`src/rtl/reg_write_arbiter.sv`:
```
// Two-requester register-file write arbiter: round-robin grant, IDLE->WR->DONE per write.
// Grant registered on the IDLE edge; WRITE one cycle, ACK the next; requesters hold REQ until ACK.
module reg_write_arbiter (
  input  logic       CLK,
  input  logic       RESET,
  input  logic       REQA,
  input  logic [2:0] ADDRA,
  input  logic [7:0] DATAA,
  output logic       ACKA,
  input  logic       REQB,
  input  logic [2:0] ADDRB,
  input  logic [7:0] DATAB,
  output logic       ACKB,
  output logic       WRITE,
  output logic [2:0] INADDRESS,
  output logic [7:0] IN,
  output logic [7:0] BUSY,
  output logic [7:0] WCOUNT
);

  typedef enum logic [1:0] {IDLE, WR, DONE} state_t;

  state_t     state_q;
  logic       last_b_q;
  logic       gnt_b_q;
  logic       write_q;
  logic       acka_q;
  logic       ackb_q;
  logic [2:0] addr_q;
  logic [7:0] data_q;
  logic [7:0] busy_q;
  logic [7:0] wcount_q;

  logic       gnt_b_d;
  logic [2:0] addr_d;
  logic [7:0] data_d;

  // B wins when it is alone, or on a tie when A was granted last.
  always_comb begin
    gnt_b_d = REQB & (~REQA | ~last_b_q);
    addr_d  = gnt_b_d ? ADDRB : ADDRA;
    data_d  = gnt_b_d ? DATAB : DATAA;
  end

  always_ff @(posedge CLK or negedge RESET) begin
    if (!RESET) begin
      state_q  <= IDLE;
      last_b_q <= 1'b1;
      gnt_b_q  <= 1'b0;
      write_q  <= 1'b0;
      acka_q   <= 1'b0;
      ackb_q   <= 1'b0;
      addr_q   <= 3'd0;
      data_q   <= 8'd0;
      busy_q   <= 8'd0;
      wcount_q <= 8'd0;
    end else begin
      case (state_q)
        IDLE: begin
          if (REQA || REQB) begin
            state_q  <= WR;
            write_q  <= 1'b1;
            gnt_b_q  <= gnt_b_d;
            last_b_q <= gnt_b_d;
            addr_q   <= addr_d;
            data_q   <= data_d;
            busy_q   <= 8'd1 << addr_d;
          end
        end
        WR: begin
          state_q <= DONE;
          write_q <= 1'b0;
          acka_q  <= ~gnt_b_q;
          ackb_q  <= gnt_b_q;
        end
        DONE: begin
          state_q  <= IDLE;
          acka_q   <= 1'b0;
          ackb_q   <= 1'b0;
          busy_q   <= 8'd0;
          wcount_q <= wcount_q + 8'd1;
        end
        default: state_q <= IDLE;
      endcase
    end
  end

  assign ACKA      = acka_q;
  assign ACKB      = ackb_q;
  assign WRITE     = write_q;
  assign INADDRESS = addr_q;
  assign IN        = data_q;
  assign BUSY      = busy_q;
  assign WCOUNT    = wcount_q;

endmodule

```
`config.mk`:
```
export PLATFORM = sky130hd
export DESIGN_NAME = reg_write_arbiter
export DESIGN_NICKNAME = d
export VERILOG_FILES = /design/src/rtl/reg_write_arbiter.sv
export SDC_FILE = /design/constraint.sdc
export NUM_CORES = 1
export LEC_CHECK = 0
export BUFFER_PORTS_ARGS = -buffer_cell sky130_fd_sc_hd__buf_2
export CAP_MARGIN = 20
export CORE_MARGIN = 3
export CORE_UTILIZATION = 44
export CTS_CLUSTER_DIAMETER = 150
export CTS_CLUSTER_SIZE = 16
export DETAILED_ROUTE_END_ITERATION = 10
export HOLD_SLACK_MARGIN = 0.02
export PLACE_DENSITY_LB_ADDON = 0.08
export SETUP_SLACK_MARGIN = 0.5
export SLEW_MARGIN = 30
export SYNTH_ARGS = -nofsm -noshare
export SYNTH_HDL_FRONTEND = slang
export SYNTH_SLANG_ARGS = --single-unit
export TNS_END_PERCENT = 10
```
`constraint.sdc`:
```
create_clock -name CLK -period 1.6 [get_ports CLK]
set_clock_uncertainty 0.1 [all_clocks]
set_input_delay 0.16 -clock CLK [delete_from_list [all_inputs] [get_ports CLK]]
set_output_delay 0.16 -clock CLK [all_outputs]
set_load 0.005 [all_outputs]
```
; After elaboration in Yosys (flattened, before gate mapping)
; Index checks and enable logic that the tools add are counted.
[word_totals]
register_bits = 34
inputBits = 26
output_inout_bits = 30
[classes]
add_sub_neg = 1
eq_ne = 3
shifts = 1
mux = 10
bitwise = 5
n_reduce_logical = 8
[ops]
columns = cell, n
row1 = two-way mux 8 bit, 2
row2 = case mux 8 bit (2 select lines), 1
row3 = "adder 8 x 1 -> 8 bit, second input constant", 1
row4 = "<< shifter 1 x 3 -> 8 bit, first input constant", 1
row5 = case mux 1 bit (2 select lines), 3
row6 = AND reduction 2 bit, 3
row7 = nonzero test 2 bit, 3
row8 = case mux 2 bit (2 select lines), 1
row9 = two-way mux 3 bit, 1
row10 = NOT 1 bit, 3
row11 = "== test 2 x 1 -> 1 bit, second input constant", 1
row12 = "== test 2 bit, second input constant", 1
row13 = zero test 2 bit, 1
row14 = two-way mux 2 bit, 1
row15 = "!= test 2 bit, second input constant", 1
row16 = AND 1 bit, 1
row17 = logical OR 1 bit, 1
row18 = two-way mux 1 bit, 1
row19 = OR 1 bit, 1

; Longest topological paths before layout
[logic_depth]
depth_word = 7
ltp_mapped = 6
depth_no_buf = 5

; Least setup slack after synthesis
; No wires, ideal clock.
[synth_path]
path_kind = reg-to-reg
from = register state_q[0]
to = register state_q[1]
setup_ns = 0.125
arrival_time_ns = 1.479
slack_ns = -0.104
path_stages_with_launch = 6
path_buffers = 1
period_less_slack_ns = 1.704
cell_sequence = dfrtp_1 -> inv_1 -> ha_1 -> nor3b_1 -> buf_2 -> mux2_2
[synth_via]
elab_chain_cells = 2
[synth_lines]
columns = element, line
row1 = start: declaration, 23  ; state_t state_q;
row2 = start signal: assignment, 47  ; state_q <= IDLE;
row3 = start signal: assignment, 61  ; state_q <= WR;
row4 = start signal: assignment, 71  ; state_q <= DONE;
row5 = == test 2 x 1 -> 1 bit / zero test 2 bit (equally long branches), 58  ; case (state_q)
row6 = case mux 2 bit (2 select lines) / != test 2 bit (equally long branches), n/a
; Several ways; a longest one is shown, not always the timed one.
; A chain may end at the register's enable or synchronous reset.

; Worst setup path in the final report
[layout_path]
from = register last_b_q
to = register busy_q[2], in the netlist BUSY[2]
[layout_via]
elab_chain_cells = 7
[layout_lines]
columns = element, line
row1 = start: declaration, 24  ; logic last_b_q;
row2 = start signal: assignment, 64  ; last_b_q <= gnt_b_d;
row3 = NOT 1 bit, 40  ; gnt_b_d = REQB & (~REQA | ~last_b_q);
row4 = OR 1 bit, 40
row5 = AND 1 bit, 40
row6 = two-way mux 3 bit, 41  ; addr_d = gnt_b_d ? ADDRB : ADDRA;
row7 = << shifter 1 x 3 -> 8 bit, 67  ; busy_q <= 8'd1 << addr_d;
row8 = two-way mux 8 bit, 60  ; if (REQA || REQB) begin
row9 = case mux 8 bit (2 select lines), 58
row10 = end signal: assignment, 67
row11 = end: declaration, 31  ; logic [7:0] busy_q;
; No other way between the ends. The select of a mux whose other input is x is not followed.

==> PnR_summary.wiki <==
{| class="wikitable"
! Metric !! Value
|-
| Top-level port count || between 50 and 60
|-
| Final TNS setup || 0 ns
|-
| Violation count after the first detailed-routing iteration || 54
|-
| Standard cell core area || 3390 sq um
|-
| Internal Dissipation || 0.00233 W
|-
| Kind of cell adding the most delay to the critical path || compound AO/OA/AOI/OAI gates
|-
| Portion of the post-synthesis area used by sequential elements || 54.5%
|-
| Maximum capacitance violations || 0
|-
| Count of antenna diodes in the layout || 0
|-
| Start point of the critical path || last_b_q
|-
| Origin of the critical flop-to-flop path || last_b_q
|-
| CP startpoint kind || flop
|-
| Sequential share of power || between 30% and 40%
|-
| CTS Sinks || 34
|-
| Post-Synthesis Net Count || 164
|-
| Synth Instances || 133
|-
| Clock tree from TritonCTS || built
|-
| Switching portion of total power || 36.1%
|-
| Die area || about 4300 sq um
|-
| Via count of the first global-routing pass || 1424
|-
| Clk network pwr share || 13.6%
|-
| Critical-path maximum fanout || 6
|-
| Number of buffer and inverter stages on the critical path || 0
|-
| Worst Setup Path Type || reg -> reg
|-
| Warning count from the yosys run || 0
|-
| Unrepaired setup endpoints after global routing || true
|-
| Drt drc || 0
|-
| Rel. slew slack || a little under three quarters
|-
| Fraction of layout cells with a size suffix above 1 || 47.7%
|-
| Max-slew violations || 0
|-
| Number of antenna violations at the first check in global routing || 0
|-
| Cell area after technology mapping || 1560 sq um
|-
| EDFF count, synth || 0
|-
| Pin slew with the least headroom to its limit || 0.429 ns
|-
| Final hold vios || 0
|-
| Height of the die || approximately 66 um
|-
| Routability cong. || 0.792
|-
| R2R cell count || 3
|-
| Max VDD drop || approximately 960 uV
|-
| Clock-pin slew on the worst setup and hold paths || 0.10 ns
|-
| Number of vias per cell after detailed routing || 5.06
|-
| Total power draw || 0.00365 W
|-
| Routed length per placed instance || 14.2 um
|-
| Minimum period implied by the final worst setup slack || 1.59 ns
|-
| Delay contributed by the slowest stage of the critical path || 0.40 ns
|-
| Worst Setup End Kind || flop
|-
| Remaining number of nets flagged by the antenna check after routing || 0
|-
| Via count || 1356
|-
| Destination of the worst hold path || IN[5]
|-
| Type of the tightest min-delay check || in -> reg
|-
| Critical Path Slowest Stage Cell || sky130_fd_sc_hd__dfstp_2
|-
| Initial core utilization || 46.1%
|-
| Worst skew pair latency || about 0.33 ns
|-
| Commonest cells after routing, fill and taps aside || sky130_fd_sc_hd__buf_2 (55), sky130_fd_sc_hd__dfrtp_1 (33), sky130_fd_sc_hd__o21ai_0 (18), sky130_fd_sc_hd__buf_4 (15)
|-
| End-of-flow core utilization || between 60 and 70%
|-
| Gr usage total || around a fifth
|-
| PD cells || 1570 nW/um^2
|-
| Cell-by-cell listing of the critical path || a21boi_4, mux2_4, o41ai_2
|-
| Capturing point of the worst reg2reg path || BUSY[2]
|-
| Largest net degree at the start of global routing || 35
|-
| Initial DRT Pass Iterations || 4
|-
| Total CTS buffers || 5
|-
| Outcome || complete, no violations
|-
| Min setup slack post-route || 0.00862 ns
|-
| Maximum count of clock buffers along a single path || 2
|-
| CTS root buf || sky130_fd_sc_hd__clkbuf_4
|-
| Required time of the critical path || roughly 1.7 ns
|-
| Arrival @ worst endpoint || 1.72 ns
|-
| Pre-CTS setup slack || -0.0841 ns
|-
| Beginning of the worst hold path || DATAA[5]
|-
| Remaining Overflow, GRT || 0
|-
| Most common cell after layout, fill and taps aside || sky130_fd_sc_hd__buf_2
|-
| Count of state elements after synthesis || 34
|-
| Number of standard-cell rows in the floorplan || 21
|-
| Top_reg_cell synth || sky130_fd_sc_hd__dfrtp_1
|-
| Power dissipated by switching net loads || 0.00132 W
|-
| Chip Width || approximately 66 um
|-
| Tcrit/Tclk final || 99.5%
|-
| Standby leakage power || 1.20 nW
|-
| Number of port buffers || 55
|-
| Wire length after detailed routing || 3.81 mm
|-
| First-pass GRT wire length || 6.32 mm
|-
| Netlist cell types || 29
|-
| Count of nets after finishing || about 250
|-
| Count of endpoints failing setup in the final report || 0
|-
| Combinational share of power || around 47%
|-
| R2r setup slk || 0.009 ns
|-
| Worst Hold Path Cells || 3
|-
| Max Clock Freq || 0.628 GHz
|-
| Area Growth Syn to Fin || 49.1%
|-
| H-tree depth reported by CTS || 2
|-
| Share of async-settable or async-resettable flops after synthesis || 100%
|-
| Hpwl dp || 2.58 mm
|-
| Mean instance size in the synthesized netlist || 11.7 sq um
|}
==> registers in the layout, summed over array words and instances (netlist names) <==
name / count
BUSY: 8
IN: 8
WCOUNT: 8
INADDRESS: 3
state_q: 2
ACKA: 1
ACKB: 1
WRITE: 1
gnt_b_q: 1
last_b_q: 1
==> what timing repair did <==
| item | 4_1_cts | 5_1_grt |
|---|---|---|
| pin swaps | 2 | 2 |
| gates resized for setup | 5 | 9 |
| setup buffers | 2 | 0 |
| hold buffers | 14 | 0 |
| setup endpoints to repair | 64 | 64 |
| endpoints found under the hold margin | 40 | 0 |
==> final cells by class <==
class | count | area, sq um
Inverter | 3 | 11.3
Tap cell | 46 | 57.6
Clock buffer | 7 | 55.1
Fill cell | 275 | 1060
Clock inverter | 1 | 5.00
Timing Repair Buffer | 87 | 562
Sequential cell | 34 | 852
Multi-Input combinational cell | 90 | 787
==> routing by layer <==
metal,GRT usage [%],vias to the layer above,part of all wire [%]
met3,5.98,9,6.5
met2,31.7,46,49
met5,0,-,0
met4,7.51,0,1.6
met1,24.2,651,43
li1,-,650,-
==> through the flow <==
| stage | hold WS [ns] | std cells | cell area (sq um) |
|---|---|---|---|
| detailed placement | 0.120 | 244 | 2060 |
| global route | 0.0297 | 268 | 2330 |
| floorplan | -0.236 | 133 | 1670 |
| finish | 0.0244 | 268 | 2330 |
| CTS | 0.0207 | 268 | 2290 |
| global placement | 0.108 | 244 | 2060 |
==> how the worst max path moves through the flow <==
stage / end / slack (ns) / cells after the start
after floorplan: BUSY[3] / 0.003 / 6
after detailed placement: BUSY[4] / -0.08 / 5
after CTS: BUSY[1] / 0.02 / 5
after global placement: BUSY[3] / -0.002 / 5
final: BUSY[2] / 0.009 / 3
after global routing: BUSY[2] / -0.07 / 3
==> worst register-to-register path, stage by stage, from the launching register on <==
cell                       delay [ns]
sky130_fd_sc_hd__dfstp_2         0.40
sky130_fd_sc_hd__a21boi_4        0.27
sky130_fd_sc_hd__mux2_4          0.38
sky130_fd_sc_hd__o41ai_2         0.35
==> cells in the mapped netlist (2+ instances only) <==
cell type                  count  area [sq um]
sky130_fd_sc_hd__dfrtp_1      33           826
sky130_fd_sc_hd__o21ai_0      20           100
sky130_fd_sc_hd__nand2_1      14          52.6
sky130_fd_sc_hd__mux2i_1      11           110
sky130_fd_sc_hd__o41ai_1       8          70.1
sky130_fd_sc_hd__mux2_2        7          78.8
sky130_fd_sc_hd__ha_1          5          62.6
sky130_fd_sc_hd__xnor2_1       4          35.0
sky130_fd_sc_hd__clkbuf_1      3          11.3
sky130_fd_sc_hd__inv_1         3          11.3
sky130_fd_sc_hd__nor2_1        3          11.3
sky130_fd_sc_hd__xor2_1        3          26.3
sky130_fd_sc_hd__a21oi_1       2          10.0
sky130_fd_sc_hd__nand3_1       2          10.0
==> power groups by stage <==
stage,clock network (W),registers (W),logic [W]
floorplan,0,0.00148,0.000912
global placement,0,0.00145,0.00150
detailed placement,0,0.00147,0.00154
CTS,0.000518,0.00145,0.00164
global route,0.000562,0.00150,0.00189
finish,0.000495,0.00146,0.00170
==> cells by family (layout without fill, tap and decap cells) <==
family          Yosys count  after routing  share of synthesized area (%)
simple gates             26             26                           7.85
flops                    34             34                           54.5
fa+ha+maj                 5              5                           4.00
mux                      18             18                           12.1
xor+xnor                  7              7                           3.92
compound gates           34             34                           14.3
buf+inv                   9             98                           3.36
Power figures use the tool's default switching activity.
